[config.mk]
export PLATFORM = sky130hd
export DESIGN_NAME = opm_window_reader
export DESIGN_NICKNAME = d
export VERILOG_FILES = /design/src/rtl/opm_pkg.sv /design/src/rtl/opm_rec_fifo.sv /design/src/rtl/opm_window_reader.sv
export SDC_FILE = /design/constraint.sdc
export NUM_CORES = 1
export LEC_CHECK = 0
export CORE_ASPECT_RATIO = 0.5
export CORE_MARGIN = 5
export CORE_UTILIZATION = 35
export CTS_CLUSTER_SIZE = 14
export DETAILED_ROUTE_END_ITERATION = 10
export GPL_TIMING_DRIVEN = 1
export MAX_ROUTING_LAYER = met4
export PLACE_DENSITY = 0.59
export SYNTH_ARGS = -nofsm -noshare
export SYNTH_HDL_FRONTEND = slang
export SYNTH_SLANG_ARGS = --single-unit
[constraint.sdc]
create_clock -name clk -period 5.5 [get_ports clk]
set_clock_uncertainty 0.15 [all_clocks]
set_input_delay 1.1 -clock clk [delete_from_list [all_inputs] [get_ports clk]]
set_output_delay 1.1 -clock clk [all_outputs]
set_load 0.02 [all_outputs]
[src/rtl/opm_pkg.sv]
// opm_pkg: shared widths, window record and FSM state for the opm window reader
package opm_pkg;
  localparam int OPM_IN_W = 10;
  localparam int OPM_WIN_LOG = 4;
  localparam int SUM_W = OPM_IN_W + OPM_WIN_LOG;
  localparam int CNT_W = OPM_WIN_LOG + 1;
  typedef struct packed {
    logic [SUM_W-1:0]    sum;
    logic [OPM_IN_W-1:0] peak;
    logic [CNT_W-1:0]    cnt;
    logic                over;
  } opm_rec_t;
  typedef enum logic {S_IDLE, S_RUN} opm_state_t;
endpackage

[src/rtl/opm_rec_fifo.sv]
// opm_rec_fifo: first-word fall-through FIFO of window records
module opm_rec_fifo import opm_pkg::*; #(
  parameter int FIFO_LOG = 2
) (
  input  logic     clk,
  input  logic     rst,
  input  logic     push,
  input  logic     pop,
  input  opm_rec_t din,
  output opm_rec_t dout,
  output logic     full,
  output logic     empty
);
  logic [FIFO_LOG:0] wp, rp;
  opm_rec_t mem [2**FIFO_LOG];
  logic do_push, do_pop;
  assign empty = wp == rp;
  assign full = (wp ^ rp) == {1'b1, {FIFO_LOG{1'b0}}};
  assign do_pop = pop && !empty;
  // a pop in the same cycle frees the slot, so a push while full still lands
  assign do_push = push && (!full || do_pop);
  assign dout = mem[rp[FIFO_LOG-1:0]];
  always_ff @(posedge clk or posedge rst)
    if (rst) begin
      wp <= '0;
      rp <= '0;
    end else begin
      wp <= wp + {{FIFO_LOG{1'b0}}, do_push};
      rp <= rp + {{FIFO_LOG{1'b0}}, do_pop};
    end
  always_ff @(posedge clk)
    if (do_push) mem[wp[FIFO_LOG-1:0]] <= din;
endmodule

[src/rtl/opm_window_reader.sv]
// opm_window_reader: windowed sum/peak of the opm power word, queued as records
module opm_window_reader import opm_pkg::*; #(
  parameter int IN_W     = OPM_IN_W,
  parameter int WIN_LOG  = OPM_WIN_LOG,
  parameter int FIFO_LOG = 2,
  parameter int DROP_W   = 8
) (
  input  logic                    clk,
  input  logic                    rst,
  input  logic                    start,
  input  logic                    stop,
  input  logic                    en,
  input  logic [IN_W-1:0]         pwr_in,
  input  logic [IN_W+WIN_LOG-1:0] thresh,
  output logic                    m_valid,
  input  logic                    m_ready,
  output logic [IN_W+WIN_LOG-1:0] m_sum,
  output logic [IN_W-1:0]         m_peak,
  output logic [WIN_LOG:0]        m_cnt,
  output logic                    m_over,
  output logic                    busy,
  output logic [DROP_W-1:0]       drop_cnt
);
  opm_state_t st, nxt;
  logic [SUM_W-1:0] sum, nsum;
  logic [IN_W-1:0] peak, npeak;
  logic [CNT_W-1:0] cnt, ncnt;
  logic run, push, clr, pop, full, empty, drop;
  opm_rec_t rec, head;
  always_ff @(posedge clk or posedge rst)
    if (rst) st <= S_IDLE;
    else st <= nxt;
  always_comb begin
    run = st == S_RUN;
    nsum = sum + SUM_W'(en ? pwr_in : '0);
    npeak = (en && pwr_in > peak) ? pwr_in : peak;
    ncnt = cnt + CNT_W'(en);
    push = run && (ncnt[WIN_LOG] || (stop && ncnt != '0));
    clr = (!run && start) || push;
    nxt = run ? (stop ? S_IDLE : S_RUN) : (start ? S_RUN : S_IDLE);
    rec = '{sum: nsum, peak: npeak, cnt: ncnt, over: nsum > thresh};
  end
  always_ff @(posedge clk or posedge rst)
    if (rst) begin
      sum <= '0;
      peak <= '0;
      cnt <= '0;
    end else if (clr) begin
      sum <= '0;
      peak <= '0;
      cnt <= '0;
    end else if (run && en) begin
      sum <= nsum;
      peak <= npeak;
      cnt <= ncnt;
    end
  assign pop = m_valid && m_ready;
  assign drop = push && full && !pop;
  opm_rec_fifo #(.FIFO_LOG(FIFO_LOG)) u_fifo (
    .clk(clk), .rst(rst), .push(push), .pop(pop), .din(rec),
    .dout(head), .full(full), .empty(empty)
  );
  always_ff @(posedge clk or posedge rst)
    if (rst) drop_cnt <= '0;
    else if (drop && drop_cnt != '1) drop_cnt <= drop_cnt + 1'b1;
  assign m_valid = !empty;
  assign m_sum = m_valid ? head.sum : '0;
  assign m_peak = m_valid ? head.peak : '0;
  assign m_cnt = m_valid ? head.cnt : '0;
  assign m_over = m_valid && head.over;
  assign busy = run;
endmodule

### After elaboration in Yosys (flattened, before gate mapping)

Memory sizes are Yosys's and may differ from the RTL's.
Cells that the tools add are included.

| storage, ports and cells | value |
|---|---|
| bits in writable memories | 120 |
| memory bits (read-only) | 0 |
| bits in latches | 0 |
| input port bits | 30 |
| memories | 1 |
| output and inout bits | 40 |
| flip-flop bits (word level) | 44 |

Memory list:

| name | words | width | read ports | clocked after memory_dff | write ports | line | source |
|---|---|---|---|---|---|---|---|
| u_fifo.mem | 4 | 30 | 1 | 0 | 1 | opm_rec_fifo.sv:15 | `opm_rec_t mem [2**FIFO_LOG];` |

| cells by class | value |
|---|---|
| reduce and logical (&&, ||, !) cells | 21 |
| bitwise gates (word level) | 1 |
| equality and inequality tests | 3 |
| muxes and demuxes | 16 |
| $mul | 0 |
| div/mod/pow operators | 0 |
| $lt $le $gt $ge | 2 |
| add/subtract/negate cells | 5 |
| shift-type cells | 0 |

Operator list:

| operator | count |
|---|---|
| two-way mux 10 bit | 5 |
| two-way mux 14 bit | 3 |
| two-way mux 5 bit | 3 |
| adder 14 x 10 -> 14 bit | 1 |
| greater-than comparator 14 bit | 1 |
| logical AND 1 bit | 12 |
| greater-than comparator 10 bit | 1 |
| adder 8 x 1 -> 8 bit (second input constant) | 1 |
| != test 8 bit (second input constant) | 1 |
| adder 3 x 1 -> 3 bit | 2 |
| adder 5 x 1 -> 5 bit | 1 |
| two-way mux 1 bit | 5 |
| nonzero test 5 bit | 1 |
| logical NOT 1 bit | 4 |
| equality test 3 bit | 1 |
| equality test 3 bit (second input constant) | 1 |
| logical OR 1 bit | 3 |
| bitwise XOR 3 bit | 1 |
| nonzero test 2 bit | 1 |

### Depth between registers and ports, before layout

Gate-level depths: netlist of run 1.

| logic depth | value |
|---|---|
| depth after elaboration | 8 |
| gate-level depth with buffers | 18 |
| depth with buffers taken out | 17 |

### Modules after synthesis

A second synthesis of run 1 with hierarchy kept.

| unflattened totals | value |
|---|---|
| cells, all modules | 526 |
| area, all modules | 7767.4 µm² |

By module, submodules not included:

| module | area each (µm²) | cells an instance | times used | seq. area each (µm²) |
|---|---|---|---|---|
| opm_rec_fifo | 4675.7 | 183 | 1 | 3753.6 |
| opm_window_reader | 3091.7 | 343 | 1 | 950.9 |

### Worst setup path after synthesis of run 1

No wires, ideal clock.

| path | value |
|---|---|
| path type | input to register |
| start | input port en |
| end | memory u_fifo.mem[2][0] (netlist name) (enable) |
| arrival time | 4.555 ns |
| required time | 4.889 ns |
| library setup time | 0.461 ns |
| cell stages on the path | 6 |
| slack | 0.334 ns |
| cells stage by stage | ha_1 ha_1 xor2_1 o41a_4 o211ai_2 nor3b_1 |

| between the ends | value |
|---|---|
| word-level cells in the longest chain between the ends | 8 |

Ends and longest elaborated chain:

| what | line | source |
|---|---|---|
| start, declared | opm_window_reader.sv:12 | `input logic en,` |
| adder 5 x 1 -> 5 bit | opm_window_reader.sv:37 | `ncnt = cnt + CNT_W'(en);` |
| via ncnt[2] | opm_window_reader.sv:27 | `logic [CNT_W-1:0] cnt, ncnt;` |
| nonzero test 5 bit | opm_window_reader.sv:38 | `push = run && (ncnt[WIN_LOG] \|\| (stop && ncnt != '0));` |
| logical AND 1 bit | opm_window_reader.sv:38 |  |
| logical OR 1 bit | opm_window_reader.sv:38 |  |
| logical AND 1 bit | opm_window_reader.sv:38 |  |
| logical AND 1 bit | opm_rec_fifo.sv:21 | `assign do_push = push && (!full \|\| do_pop);` |
| two-way mux 1 bit | opm_rec_fifo.sv:32 | `if (do_push) mem[wp[FIFO_LOG-1:0]] <= din;` |
| two-way mux 1 bit (not written as such) | opm_rec_fifo.sv:32 |  |
| end, declared | opm_rec_fifo.sv:15 |  |

The timed path passes the listed nets, and every way through them passes these cells.

==> results by group, run 1 <==
Power
  • Max IR drop VDD: between 0.0002 and 0.00025 V
  • Power density of the placed cells: between 400 and 500 mW/mm2
  • Leak Pwr: 3.76 nW

Min path
  • Hold Path Depth: 1
  • Worst hold path type: flop to flop

Drt
  • Routed wire per std cell: about 18 um
  • DRC: 0
  • Vias: around 4700
  • Drt via density: ~4.9
  • Pre-antenna DRT Iters: 4
  • Wirelength, routed: between 15000 and 20000 um
  • Initial DRC count: 291
  • Routed Antenna Nets: 0

Clock tree
  • Postcts setup bufs: 0
  • CTS tree: yes
  • Post-cts resize count: 0
  • Worst skew pair latency: between 0.4 and 0.5 ns
  • Clk pin slew, worst setup/hold paths: 0.07 ns
  • Clock root buffer: clkbuf_16
  • CTS Hold Buffers Added: 0
  • Deepest clock path buffer count: 2
  • CTS Buf Count: 17
  • Max H-tree Level: 4
  • Clock sinks: roughly 160

Global routing
  • Grt ovf: 0
  • Largest net degree at the start of global routing: 45
  • First-pass GRT wire length: about 27000 um
  • Antenna violations before repair: 0
  • Number of global-route vias before repair: 4790
  • GR Util met2: 21.8%
  • Total Routing Usage GR: between 10 and 15%
  • Met3 Resource Use GR: about 2.4%
  • Most used routing layer: met2
  • M1 GR Usage: a little under a fifth

Cells and area
  • N_diodes: 0
  • Share of cells above drive strength 1: 17.0%
  • Area Overhead vs Synth: 22.7%
  • Fin nets: between 600 and 700

Critical path
  • Critical path class: input pin to flop
  • Slowest stage cell, crit path: clkdlybuf4s50_1
  • Crit path max fanout: 6
  • Critical Path Source Type: input pin
  • Crit. Startpoint: en
  • Path depth of the worst reg2reg path: 14
  • Reg2reg start: sum[0]$_DFFE_PP0P_
  • CP endpoint kind: flop
  • FF-to-FF setup slack: a little under 2 ns
  • Max incr delay on CP: 0.51 ns
  • Worst Path Arrival: 4.61 ns
  • Worst-path cell chain: clkdlybuf4s50_1 -> inv_1 -> nor2_1 -> ha_1 -> inv_1 -> fa_1 -> nor2b_1 -> o31a_1 -> o21ai_0 -> nor2b_1 -> xnor2_1 -> ha_1 -> a21o_1 -> a211o_1 -> a21oi_1 -> o21ai_0 -> a221oi_1 -> a21oi_1
  • CP required: 5.50 ns
  • FF-to-FF End: u_fifo.mem[1][0]$_DFFE_PP_
  • Crit path to: u_fifo.mem[1][0]$_DFFE_PP_

Place
  • PortBufs: 69
  • Pre-CTS WS: about 0.43 ns
  • HPWL Detailed: 11800 um
  • Placer Congestion: roughly 0.83

Yosys
  • Sequential area share after synthesis: ~60%
  • Avg Cell Area, Syn: approximately 15 um2
  • Top_reg_cell synth: edfxtp_1
  • Synth Instances: between 500 and 600
  • Post-synthesis register bit count: 164
  • Post-synth ARST share: between 20% and 30%
  • Yosys warnings: 0
  • EDFF count, synth: between 100 and 150
  • Yosys cell types: 63
  • Mapped Nets: ~610
  • Post-Syn Area: roughly 0.0078 mm2

Floorplanning
  • Core ar.: approximately 0.022 mm2
  • Top-level port count: 70
  • Die Span X: ~220 um
  • Initial Util: a little over a third
  • Die Ht: roughly 120 um
  • Num rows: 38
  • Die area: 0.0256 mm2

STA
  • Setup TNS Final: 0 ns
  • Final hold vios: 0
  • Slew HR: 41.9%
  • Max Clk Rate: 217 MHz
  • Final worst setup slack: approximately 0.89 ns
  • Final Cycle Share: a little over four fifths
  • Min Tclk post-route: about 4.6 ns
  • Fin. max-slew vios: 0
  • Final setup vio count: 0
  • Unrepaired setup endpoints after global routing: no
  • Worst-Margin Slew: 0.872 ns

Status
  • Status: completed

Run
  • Max-Cap Viols: 0
per-stage QoR:
stage	std cells	total power, mW	cell area [um2]	hold slack (ns)	utilization [%]
floorplan	536	2.54	7820	0.310	-
global placement	908	3.23	8970	0.327	41.1
detailed placement	908	3.25	8970	0.326	41.1
CTS	940	4.51	9590	0.339	44.0
global route	940	4.66	9590	0.362	44.0
finish	940	4.43	9590	0.336	44.0
report_power, final:
group / internal, mW / switching [mW] / leakage [nW] / total, mW
clock network: 0.730 / 0.516 / 0.303 / 1.25
logic: 0.784 / 0.807 / 1.75 / 1.59
registers: 1.46 / 0.133 / 1.71 / 1.59
total: 2.97 / 1.46 / 3.76 / 4.43
worst max-delay path: cells and delay by family:
kind	cells	cell delay, ns
adders and majority gates	3	0.83
and+or+nand+nor	3	0.45
xor gates and xnor gates	1	0.22
buffers and inverters	3	0.65
AOI/OAI and AO/OA	8	1.36
cells in the final DEF (no fill, tap or decap), drive strengths merged, types with 5 or more instances in the layout:
| cell type | n |
|---|---|
| edfxtp | 120 |
| clkdlybuf4s50 | 69 |
| inv | 45 |
| dfrtp | 44 |
| ha | 41 |
| nor2b | 35 |
| mux4 | 30 |
| o21ai | 24 |
| nand2 | 23 |
| buf | 22 |
| a22o | 21 |
| a21oi | 18 |
| clkbuf | 18 |
| xor2 | 16 |
| and2 | 12 |
| nand3 | 11 |
| nor3 | 10 |
| xnor2 | 10 |
| nor2 | 10 |
| nand4 | 5 |
area by class of cell:
class	instances	area, um2
Clock buffer	18	429
Clock inverter	14	189
Fill cell	1950	12200
Inverter	38	143
Multi-Input combinational cell	315	2900
Sequential cell	164	4710
Tap cell	300	375
Timing Repair Buffer	91	856
registers in the layout (all words and copies together), names as in the netlist:
| signal | cells |
|---|---|
| u_fifo.rp | 3 |
| sum | 14 |
| cnt | 5 |
| u_fifo.wp | 3 |
| busy | 1 |
| peak | 10 |
| drop_cnt | 8 |
| u_fifo.mem | 120 |
metal layers:
metal,wire length (um),vias up
li1,-,2215
met1,8070,2334
met2,7670,85
met3,726,17
met4,241,0
met5,0,-
cell families after synthesis:
logic type	share of synthesized area [%]
AND/OR/NAND/NOR	8.61
adder cells (fa/ha/maj)	6.82
XOR/XNOR	3.10
buffers and inverters	3.02
multiplexers	9.12
AO/OA/AOI/OAI	9.15
flip-flops	60.2
Yosys cell counts, types with 2 or more instances:
master	instances	area [um2]
nor2b_1	35	219
and3_1	3	18.8
nor3b_1	2	15.0
nand2b_1	2	12.5
clkbuf_1	9	33.8
inv_1	37	139
buf_4	2	15.0
dfrtp_1	44	1100
ha_1	41	513
a31oi_1	3	18.8
a21oi_1	18	90.1
nand2_1	23	86.3
a21o_1	4	30.0
o21a_1	3	22.5
o21bai_1	3	22.5
mux4_2	30	676
edfxtp_1	120	3600
o21ai_0	18	90.1
o41ai_2	2	32.5
nand4_1	5	31.3
nand3_2	2	20.0
nand3_1	9	45.0
buf_1	3	11.3
o22ai_1	2	12.5
o21ai_1	4	20.0
xor2_1	15	131
nor3_1	10	50.1
buf_2	4	20.0
mux2_2	2	22.5
nor2_1	9	33.8
xnor2_1	9	78.8
a22o_1	21	184
and2_1	12	75.1
worst min-delay path by stage:
stage | from | endpoint | slack, ns
2_1_floorplan | u_fifo.rp[2]$_DFF_PP0_ | u_fifo.rp[2]$_DFF_PP0_ | 0.31
3_3_place_gp | u_fifo.wp[2]$_DFF_PP0_ | u_fifo.wp[2]$_DFF_PP0_ | 0.33
3_5_place_dp | u_fifo.wp[2]$_DFF_PP0_ | u_fifo.wp[2]$_DFF_PP0_ | 0.33
4_1_cts | u_fifo.wp[2]$_DFF_PP0_ | u_fifo.wp[2]$_DFF_PP0_ | 0.34
5_1_grt | peak[4]$_DFFE_PP0P_ | peak[4]$_DFFE_PP0P_ | 0.36
6_report | u_fifo.wp[2]$_DFF_PP0_ | u_fifo.wp[2]$_DFF_PP0_ | 0.34
(Power assumes the default switching activity.)
==> run 2, diff against run 1 <==
==> constraint.sdc (replaced) <==
create_clock -name clk -period 4.3 [get_ports clk]
set_clock_uncertainty 0.15 [all_clocks]
set_input_delay 0.86 -clock clk [delete_from_list [all_inputs] [get_ports clk]]
set_output_delay 0.86 -clock clk [all_outputs]
set_load 0.02 [all_outputs]
==> run 2 against run 1 <==
Compared with the run above:
- critical path depth decreased by 3
- worst hold slack better by 0.0035 ns
- sequential power increased by 25%
- clock power rose by 18%
- global-route usage rose by 0.40 points
- critical endpoint is now u_fifo.mem[2][0]$_DFFE_PP_
- clock-buffer cell count is 1 lower
- core utilization is 1.9 points higher
- largest cell class unchanged
- combinational power grew 38%
- via count rose by 3.7%
- die area is the same
==> results by group, run 2 (synthesis gave the netlist of run 1 again) <==
Status
  • Status: completed

Place
  • PortBufs: 69 (unchanged)
  • Placer Congestion: 0.887 (+6.6%)
  • Placed Area: 0.00939 mm2 (+4.6%)
  • HPWL Detailed: 12700 um (+7.8%)
  • Pre-CTS WS: -0.342 ns (-0.773 ns)

Power
  • Clk pwr share: 26.1% (-2.0 points)
  • Combinational power share: 38.8% (+2.9 points)
  • Power density of the placed cells: 564 mW/mm2 (+22%)
  • Max IR drop VDD: 0.000268 V (+16%)
  • Sw power: 1.89 mW (+30%)
  • Leak Pwr: 4.01 nW (+6.5%)
  • Reg power frac: 35.1% (-0.9 points)
  • Final Power: 5.65 mW (+28%)
  • Cell-internal power: 3.76 mW (+27%)
  • Switching share of power: 33.4% (+0.55 points)

Critical path
  • Reg2reg start: sum[0]$_DFFE_PP0P_
  • Path depth of the worst reg2reg path: 15 (+1)
  • Max incr delay on CP: 0.48 ns (-0.03 ns)
  • Top Family by Delay on Critical Path: compound AO/OA/AOI/OAI gates
  • Worst Path Arrival: 4.01 ns (-0.60 ns)
  • Critical Path Source Type: input pin
  • Worst-path cell chain: clkdlybuf4s50_1 -> and2_1 -> ha_1 -> o211a_1 -> o21a_1 -> nor2b_1 -> o21ai_0 -> xor2_1 -> ha_1 -> a21o_1 -> a211o_1 -> a21oi_2 -> o21ai_1 -> a221oi_2 -> a21oi_2
  • Crit path max fanout: 4 (-2)
  • Slowest stage cell, crit path: clkdlybuf4s50_1
  • FF-to-FF End: u_fifo.mem[2][0]$_DFFE_PP_
  • Critical path class: input pin to flop
  • Bufs and invs on worst path: 1 (-2)
  • CP required: 4.31 ns (-1.19 ns)
  • CP endpoint kind: flop
  • FF-to-FF setup slack: 0.90 ns (-1.03 ns)

Drt
  • Vias: 4825 (+3.7%)
  • DRC: 0 (unchanged)
  • Drt via density: 4.93 (-0.39%)
  • Initial DRC count: 355 (+22%)
  • Wirelength, routed: 17400 um (+4.1%)
  • Routed wire per std cell: 17.8 um (about the same)
  • Routed Antenna Nets: 0 (unchanged)
  • Pre-antenna DRT Iters: 6 (+2)

Cells and area
  • Commonest non-fill, non-tap cells in the layout: 120 x edfxtp_1, 67 x clkdlybuf4s50_1, 51 x buf_4
  • Share of cells above drive strength 1: 22.7% (+5.6 points)
  • Max FFs per register: 120 (unchanged)
  • Fin nets: 738 (+5.6%)
  • N_diodes: 0 (unchanged)
  • Most common cell after layout, fill and taps aside: edfxtp_1
  • Area Overhead vs Synth: 28.1%
  • Fin area: 0.0100 mm2 (+4.4%)

Global routing
  • Grt ovf: 0 (unchanged)
  • Antenna violations before repair: 0 (unchanged)
  • Number of global-route vias before repair: 5055 (+5.5%)
  • Total Routing Usage GR: 14.5% (+0.40 points)
  • First-pass GRT wire length: 27900 um (+3.6%)
  • Largest net degree at the start of global routing: 33 (-27%)

Floorplanning
  • Num rows: 38 (unchanged)
  • Top-level port count: 70 (unchanged)
  • Initial Util: 35.8% (unchanged)
  • Die Ht: 116 um (unchanged)
  • Die area: 0.0256 mm2 (unchanged)
  • Die Span X: 221 um (unchanged)
  • Core ar.: 0.0218 mm2 (unchanged)

STA
  • Hold slack final: 0.339 ns (+0.00347 ns)
  • Unrepaired setup endpoints after global routing: no
  • Final hold vios: 0 (unchanged)
  • Final worst setup slack: 0.298 ns (-0.594 ns)
  • Slew HR: 51.4% (+9.5 points)
  • Final Cycle Share: between 90% and 100%
  • Final setup vio count: 0 (unchanged)
  • Min Tclk post-route: around 4 ns
  • Fin. max-slew vios: 0 (unchanged)
  • Worst-Margin Slew: 0.728 ns (-0.144 ns)
  • Max Clk Rate: 250 MHz

Clock tree
  • CTS Buf Count: 17 (unchanged)
  • Clock sinks: 164 (unchanged)
  • Deepest clock path buffer count: 2 (unchanged)
  • Worst skew pair latency: 0.42 ns (about the same)
  • Clk pin slew, worst setup/hold paths: 0.07 ns (about the same)
  • Clock root buffer: clkbuf_16
  • Max H-tree Level: 4 (unchanged)
  • CTS tree: yes

Min path
  • Hold Path Depth: 1 (unchanged)
  • Worst hold path type: flop to flop
  • HP Start: u_fifo.wp[2]$_DFF_PP0_
  • WHS Endpoint: u_fifo.wp[2]$_DFF_PP0_

Run
  • Max-Cap Viols: 0 (unchanged)
[run 2: cell types whose count changed in the layout (fill, tap and decap cells not counted), sizes merged]
cell and delta:
inv -1, buf +39, clkdlybuf4s50 -2, clkinv +3
bufinv -2, dlymetal6s2s +2, clkbuf -1, clkinvlp +1
[run 2: final cells by class]
type	instances	area [um2]
Clock inverter	15	149
Clock buffer	17	425
Sequential cell	164	4710
Multi-Input combinational cell	315	2950
Timing Repair Buffer	130	1270
Inverter	38	143
Fill cell	1913	11800
Tap cell	300	375
[run 2: metal layers]
metal / vias up / part of all wire (%) / GRT usage [%]
met4: 0 / 0.77 / 3.51
met3: 13 / 2.9 / 3.34
met2: 72 / 46 / 21.9
met5: - / 0 / -
li1: 2295 / - / -
met1: 2445 / 50 / 20.0
[run 2: power groups by stage]
| stage | sequential (mW) | clock (mW) | combinational (mW) |
|---|---|---|---|
| finish | 1.98 | 1.48 | 2.19 |
| floorplan | 1.97 | 0 | 1.28 |
| global placement | 2.02 | 0 | 2.21 |
| detailed placement | 2.02 | 0 | 2.23 |
| global route | 2.00 | 1.59 | 2.37 |
| CTS | 1.99 | 1.51 | 2.24 |
[run 2: stage by stage]
stage	setup TNS, ns	instances	utilization (%)
floorplan	0	536	-
global placement	-1.06	946	43.0
detailed placement	-1.37	946	43.0
CTS	0	978	45.7
global route	0	979	45.9
finish	0	979	45.9
[run 2: worst register-to-register path, cell delays in order, from the launching register on]
cell and delay [ns]:
dfrtp_1 0.38, ha_1 0.19, inv_1 0.06, fa_1 0.39, nor2b_1 0.16, o31a_1 0.20, nor4_1 0.07, o41ai_2 0.20
buf_4 0.18, nand3_1 0.11, xnor2_2 0.17, ha_1 0.31, nand2_1 0.08, nor3_1 0.27, buf_4 0.17, a21oi_2 0.06
[run 2: worst max-delay path by stage]
stage	start	end	depth (start not counted)	slack [ns]
5_1_grt	pwr_in[2]	u_fifo.mem[2][0]$_DFFE_PP_	15	0.11
4_1_cts	en	u_fifo.mem[2][0]$_DFFE_PP_	16	0.09
3_3_place_gp	pwr_in[0]	u_fifo.mem[2][0]$_DFFE_PP_	18	-0.26
2_1_floorplan	en	u_fifo.mem[0][0]$_DFFE_PP_	17	0.04
3_5_place_dp	en	u_fifo.mem[0][0]$_DFFE_PP_	16	-0.34
6_report	pwr_in[4]	u_fifo.mem[2][0]$_DFFE_PP_	15	0.30
[run 2: timing repair]
action | in CTS | in global routing
hold buffers | 0 | 0
gates resized for setup | 0 | 10
endpoints found under the setup margin | 0 | 4
buffers inserted | 0 | 1
==> run 3, diff against run 2 <==
--- a/config.mk
+++ b/config.mk
@@ -5,14 +5,16 @@
 export SDC_FILE = /design/constraint.sdc
 export NUM_CORES = 1
 export LEC_CHECK = 0
+export CAP_MARGIN = 20
 export CORE_ASPECT_RATIO = 0.5
 export CORE_MARGIN = 5
 export CORE_UTILIZATION = 35
 export CTS_CLUSTER_SIZE = 14
 export DETAILED_ROUTE_END_ITERATION = 10
+export DONT_BUFFER_PORTS = 1
 export GPL_TIMING_DRIVEN = 1
 export MAX_ROUTING_LAYER = met4
-export PLACE_DENSITY = 0.59
+export PLACE_DENSITY = 0.55
 export SYNTH_ARGS = -nofsm -noshare
 export SYNTH_HDL_FRONTEND = slang
 export SYNTH_SLANG_ARGS = --single-unit
==> run 3 against run 2 <==
Compared with the run above:
- non-clock buffer count fell by 107
- core utilization fell by 4.9 points
- wire length fell by 0.54%
- sequential share of layout area rose by 5.6 points
- combinational power fell by 26%
- via count fell by 7.9%
- global-route usage fell by 0.14 points
- register-to-register slack got worse by 0.10 ns
- power fell by 8.2%
- clock power rose by 7%
- setup slack improved by 0.26 ns
- first-iteration DRC count fell by 20%
- largest cell class unchanged
==> results by group, run 3 (synthesis gave the netlist of run 1 again) <==
Drt
  • Met1 Wirelength: 8510 um (-2.0%)
  • DRC: 0 (unchanged)
  • Pre-antenna DRT Iters: 4 (-2)
  • DR WL met3: 579 um (+16%)
  • Routed Antenna Nets: 0 (unchanged)
  • Wirelength, routed: 17300 um (-0.54%)
  • DR WL met2: 7990 um (-0.72%)
  • Routed wire per std cell: 19.8 um (+12%)
  • Vias: 4442 (-7.9%)
  • Top Metal Used: met4
  • Drt via density: 5.10 (+3.5%)
  • Initial DRC count: 284 (-20%)

Place
  • Placed Area: 0.00831 mm2 (-12%)
  • PortBufs: 0 (-100%)
  • HPWL Detailed: 12200 um (-4.2%)
  • Placer Congestion: 0.882 (-0.54%)

Clock tree
  • CTS Buf Count: 17 (unchanged)
  • Worst skew pair latency: 0.43 ns (about the same)
  • Max H-tree Level: 4 (unchanged)
  • Deepest clock path buffer count: 2 (unchanged)
  • Clk pin slew, worst setup/hold paths: 0.07 ns (about the same)
  • Clock root buffer: clkbuf_16
  • CTS Hold Buffers Added: 0 (unchanged)
  • CTS tree: yes
  • Clock sinks: 164 (unchanged)
  • Post-cts resize count: 0 (unchanged)
  • Postcts setup bufs: 0 (unchanged)

Power
  • Max IR drop VDD: 0.000316 V (+18%)
  • Power density of the placed cells: 581 mW/mm2 (+2.9%)
  • Leak Pwr: 3.51 nW (-12%)

Floorplanning
  • Core ar.: 0.0218 mm2 (unchanged)
  • Initial Util: 35.8% (unchanged)
  • Num rows: 38 (unchanged)
  • Die Ht: 116 um (unchanged)
  • Die area: 0.0256 mm2 (unchanged)
  • Top-level port count: 70 (unchanged)
  • Die Span X: 221 um (unchanged)

Cells and area
  • Most common cell after layout, fill and taps aside: edfxtp_1
  • # fillers: 2003 (+4.7%)
  • Fin nets: 631 (-14%)
  • Max FFs per register: 120 (unchanged)
  • Fin area: 0.00894 mm2 (-11%)
  • Layout Utilization: 41.0% (-4.9 points)
  • N_diodes: 0 (unchanged)
  • Share of cells above drive strength 1: 19.4% (-3.2 points)
  • Area Overhead vs Synth: 14.4%
  • Commonest non-fill, non-tap cells in the layout: 120 x edfxtp_1, 43 x dfrtp_1, 41 x ha_1

STA
  • Unrepaired setup endpoints after global routing: no
  • Final Cycle Share: 87.1% (-6.0 points)
  • Final setup vio count: 0 (unchanged)
  • Setup TNS Final: 0 ns (unchanged)
  • Slew HR: 50.3% (-1.1 points)
  • Min Tclk post-route: 3.75 ns (-0.257 ns)
  • Fin. max-slew vios: 0 (unchanged)
  • Final hold vios: 0 (unchanged)
  • Worst-Margin Slew: 0.740 ns (+0.0122 ns)
  • Max Clk Rate: 267 MHz (+6.9%)
  • Hold slack final: 0.0548 ns (-0.284 ns)

Global routing
  • Total Routing Usage GR: 14.3% (-0.14 points)
  • Largest net degree at the start of global routing: 45 (+36%)
  • First-pass GRT wire length: 26900 um (-3.6%)
  • Grt ovf: 0 (unchanged)
  • Antenna violations before repair: 0 (unchanged)
  • Number of global-route vias before repair: 4547 (-10%)

Critical path
  • Bufs and invs on worst path: 2 (+1)
  • Top Family by Delay on Critical Path: compound AO/OA/AOI/OAI gates
  • Critical Path Source Type: input pin
  • FF-to-FF setup slack: 0.80 ns (-0.10 ns)
  • Path depth of the worst reg2reg path: 14 (-1)
  • Levels on crit path: 16 (+1)
  • Worst Path Arrival: 3.81 ns (-0.20 ns)
  • Worst-path cell chain: inv_1 -> nor2_1 -> ha_1 -> inv_1 -> fa_1 -> nor2b_1 -> o31a_1 -> nor4_1 -> o41ai_2 -> nand3_1 -> xnor2_1 -> ha_1 -> nand2_1 -> nor3_1 -> a221oi_1 -> a21oi_1
  • Max incr delay on CP: 0.39 ns (-0.09 ns)
  • Crit. Startpoint: en
  • FF-to-FF End: u_fifo.mem[1][0]$_DFFE_PP_
  • CP required: 4.37 ns (+0.06 ns)
  • CP endpoint kind: flop
  • Crit path to: u_fifo.mem[1][0]$_DFFE_PP_
  • Critical path class: input pin to flop
  • Reg2reg start: sum[0]$_DFFE_PP0P_
  • Crit path max fanout: 13 (+9)
  • Slowest stage cell, crit path: fa_1

Run
  • Max-Cap Viols: 0 (unchanged)

Min path
  • Worst hold path type: input pin to async pin

Status
  • Status: completed
==> run 3: changes by cell type in the layout (fill, tap and decap cells not counted), moves of 3 or more <==
cell	delta
buf_12	-8
a21oi_1	+3
a21oi_2	-3
buf_4	-29
clkinv_4	-4
clkdlybuf4s50_1	-67
==> run 3: worst min path at each step <==
stage / slack, ns / depth (start not counted) / end / from
2_1_floorplan: 0.31 / 1 / u_fifo.rp[2]$_DFF_PP0_ / u_fifo.rp[2]$_DFF_PP0_
3_3_place_gp: 0.33 / 1 / u_fifo.rp[2]$_DFF_PP0_ / u_fifo.rp[2]$_DFF_PP0_
3_5_place_dp: 0.33 / 1 / peak[9]$_DFFE_PP0P_ / peak[9]$_DFFE_PP0P_
4_1_cts: 0.35 / 1 / peak[9]$_DFFE_PP0P_ / peak[9]$_DFFE_PP0P_
5_1_grt: 0.03 / 1 / sum[11]$_DFFE_PP0P_ / rst
6_report: 0.05 / 1 / sum[11]$_DFFE_PP0P_ / rst
==> run 3: cell type report <==
cell class                 instances  area, um2  share of cell area, %
clock buffer                      17        425                   4.76
clock inverter                    14        188                   2.10
inverter                          38        143                   1.60
multi-input combinational        315       2920                   32.6
sequential                       164       4710                   52.6
tap                              300        375                   4.20
timing repair buffer              23        185                   2.07
==> run 3: metrics by stage <==
step	worst slack (ns)	power (mW)	std cells
floorplan	0.0435	3.25	536
global placement	0.277	3.66	839
detailed placement	0.125	3.69	839
CTS	0.584	5.28	870
global route	0.227	5.46	871
finish	0.555	5.19	871
==> run 3: layer usage <==
| metal | GRT usage (%) | vias to the layer above |
|---|---|---|
| li1 | - | 2075 |
| met1 | 19.3 | 2296 |
| met2 | 22.0 | 56 |
| met3 | 3.44 | 15 |
| met4 | 4.09 | 0 |
| met5 | - | - |
==> run 3: worst reg2reg max path, cell delays in order (launching register included) <==
cell	delay [ns]
dfrtp_1	0.37
ha_1	0.17
inv_1	0.05
fa_1	0.39
nor2b_1	0.16
o31a_1	0.19
nor4_1	0.07
o41ai_2	0.37
nand3_1	0.15
xnor2_1	0.17
ha_1	0.30
nand2_1	0.07
nor3_1	0.27
a221oi_1	0.14
a21oi_1	0.29
==> run 3: where the power goes <==
| part | leakage [nW] | switching, mW | internal (mW) |
|---|---|---|---|
| registers | 1.71 | 0.106 | 1.87 |
| logic | 1.51 | 1.06 | 0.577 |
| clock network | 0.291 | 0.654 | 0.928 |
==> RTL change (flow settings as in run 1) <==
Make the reset (`rst`) synchronous in 4 clocked blocks.
--- a/src/rtl/opm_rec_fifo.sv
+++ b/src/rtl/opm_rec_fifo.sv
@@ -21,5 +21,5 @@
   assign do_push = push && (!full || do_pop);
   assign dout = mem[rp[FIFO_LOG-1:0]];
-  always_ff @(posedge clk or posedge rst)
+  always_ff @(posedge clk)
     if (rst) begin
       wp <= '0;
--- a/src/rtl/opm_window_reader.sv
+++ b/src/rtl/opm_window_reader.sv
@@ -28,5 +28,5 @@
   logic run, push, clr, pop, full, empty, drop;
   opm_rec_t rec, head;
-  always_ff @(posedge clk or posedge rst)
+  always_ff @(posedge clk)
     if (rst) st <= S_IDLE;
     else st <= nxt;
@@ -41,5 +41,5 @@
     rec = '{sum: nsum, peak: npeak, cnt: ncnt, over: nsum > thresh};
   end
-  always_ff @(posedge clk or posedge rst)
+  always_ff @(posedge clk)
     if (rst) begin
       sum <= '0;
@@ -61,5 +61,5 @@
     .dout(head), .full(full), .empty(empty)
   );
-  always_ff @(posedge clk or posedge rst)
+  always_ff @(posedge clk)
     if (rst) drop_cnt <= '0;
     else if (drop && drop_cnt != '1) drop_cnt <= drop_cnt + 1'b1;
Behaviour: differs if rst is asserted again (counterexample within 4 cycles, from zero or initial values and one cycle with rst high); with rst held inactive, the same outputs for 4 cycles.
==> RTL change against run 1 <==
- die area shrank 0.12%
- utilization shrank 0.47 points
- sequential share of layout area shrank 1.8 points
- maximum frequency shrank 7.3%
- setup slack lost 0.37 ns
- area after synthesis shrank 0.13%
- final area shrank 1.1%
- first-iteration DRC count grew 55%
- wire length grew 1.9%
- sequential cell count is the same
- largest cell class unchanged
- highest routed layer unchanged
Power is not compared: it rests on default switching activity, and its combinational part moved more than twofold at a synthesized area within 25%.
==> RTL change: results (changes against run 1) <==
[cells_and_area]
nonClkBufAreaFrac = 0.0862  ; -0.00299
nets = 740  ; +5.9%
clk_share = 0.0637  ; -0.000754
drive_above_1_share = 0.156  ; -0.0147
multi_input_area_sq_um = 3080  ; +6.5%
multi_input_gates = 366  ; +16%
inverters = 33  ; -13%
nFlopsAndLatches = 164  ; unchanged

[global_routing]
grt_max_degree = 33  ; -27%
grt_pass1_vias = 4884  ; +2.0%
grt_usage = 0.140  ; about the same

[worst_setup_path]
critical_path.endpoint = u_fifo.mem[3][0]
slowest_delay_ns = 0.67  ; +0.16 ns
cp_max_fo = 14  ; +8
worstPathArrival_ns = 4.97  ; +0.36 ns
worst_r2r_path_depth = 13  ; -1

[synth]
synth_xor_area_frac = 0.0314  ; +0.000360
seq_area_frac_synth = 0.574  ; -0.0274
synth_compound_area_frac = 0.0917  ; +0.000117
yosysUniqueCellTypes = 56  ; -11%
synthArstFlopShare = 0  ; -0.268

[routing]
wl_per_cell_um = 17.3  ; -2.3%
vias_per_cell = 5.03  ; +1.6%

[run_status]
status = completed

[hold_path]
hold_path_startpoint = cnt[0]

[placed_design]
dp_cells = 949  ; +4.5%
dp_slack_ns = 0.166  ; -0.265 ns

==> RTL change: report_power, final <==
group	switching [mW]	leakage (nW)	internal, mW
sequential	0.00558	1.42	1.34
clock	0.489	0.290	0.718
combinational	0.160	1.58	0.130
total	0.655	3.29	2.18
==> RTL change: worst min path at each step <==
stage                  end  slack (ns)  depth (start not counted)
finish              cnt[0]        0.31                          2
detailed placement  cnt[0]        0.30                          2
floorplan           cnt[0]        0.29                          2
global route        cnt[0]        0.35                          2
global placement    cnt[0]        0.30                          2
CTS                 cnt[0]        0.31                          2
==> RTL change: layer usage <==
layer,global-route usage,share of wire,vias to the layer above,wire length [um]
li1,-,-,2356,-
met1,0.194,0.50,2467,8580
met2,0.211,0.45,93,7580
met3,0.0289,0.039,15,663
met4,0.0438,0.011,0,194
met5,-,0,-,0
==> RTL change: worst min-delay path: cells and delay by family, from the launching register on <==
family          cells  cell delay [ns]
simple gates        1             0.05
flops               1             0.31
compound gates      1             0.05
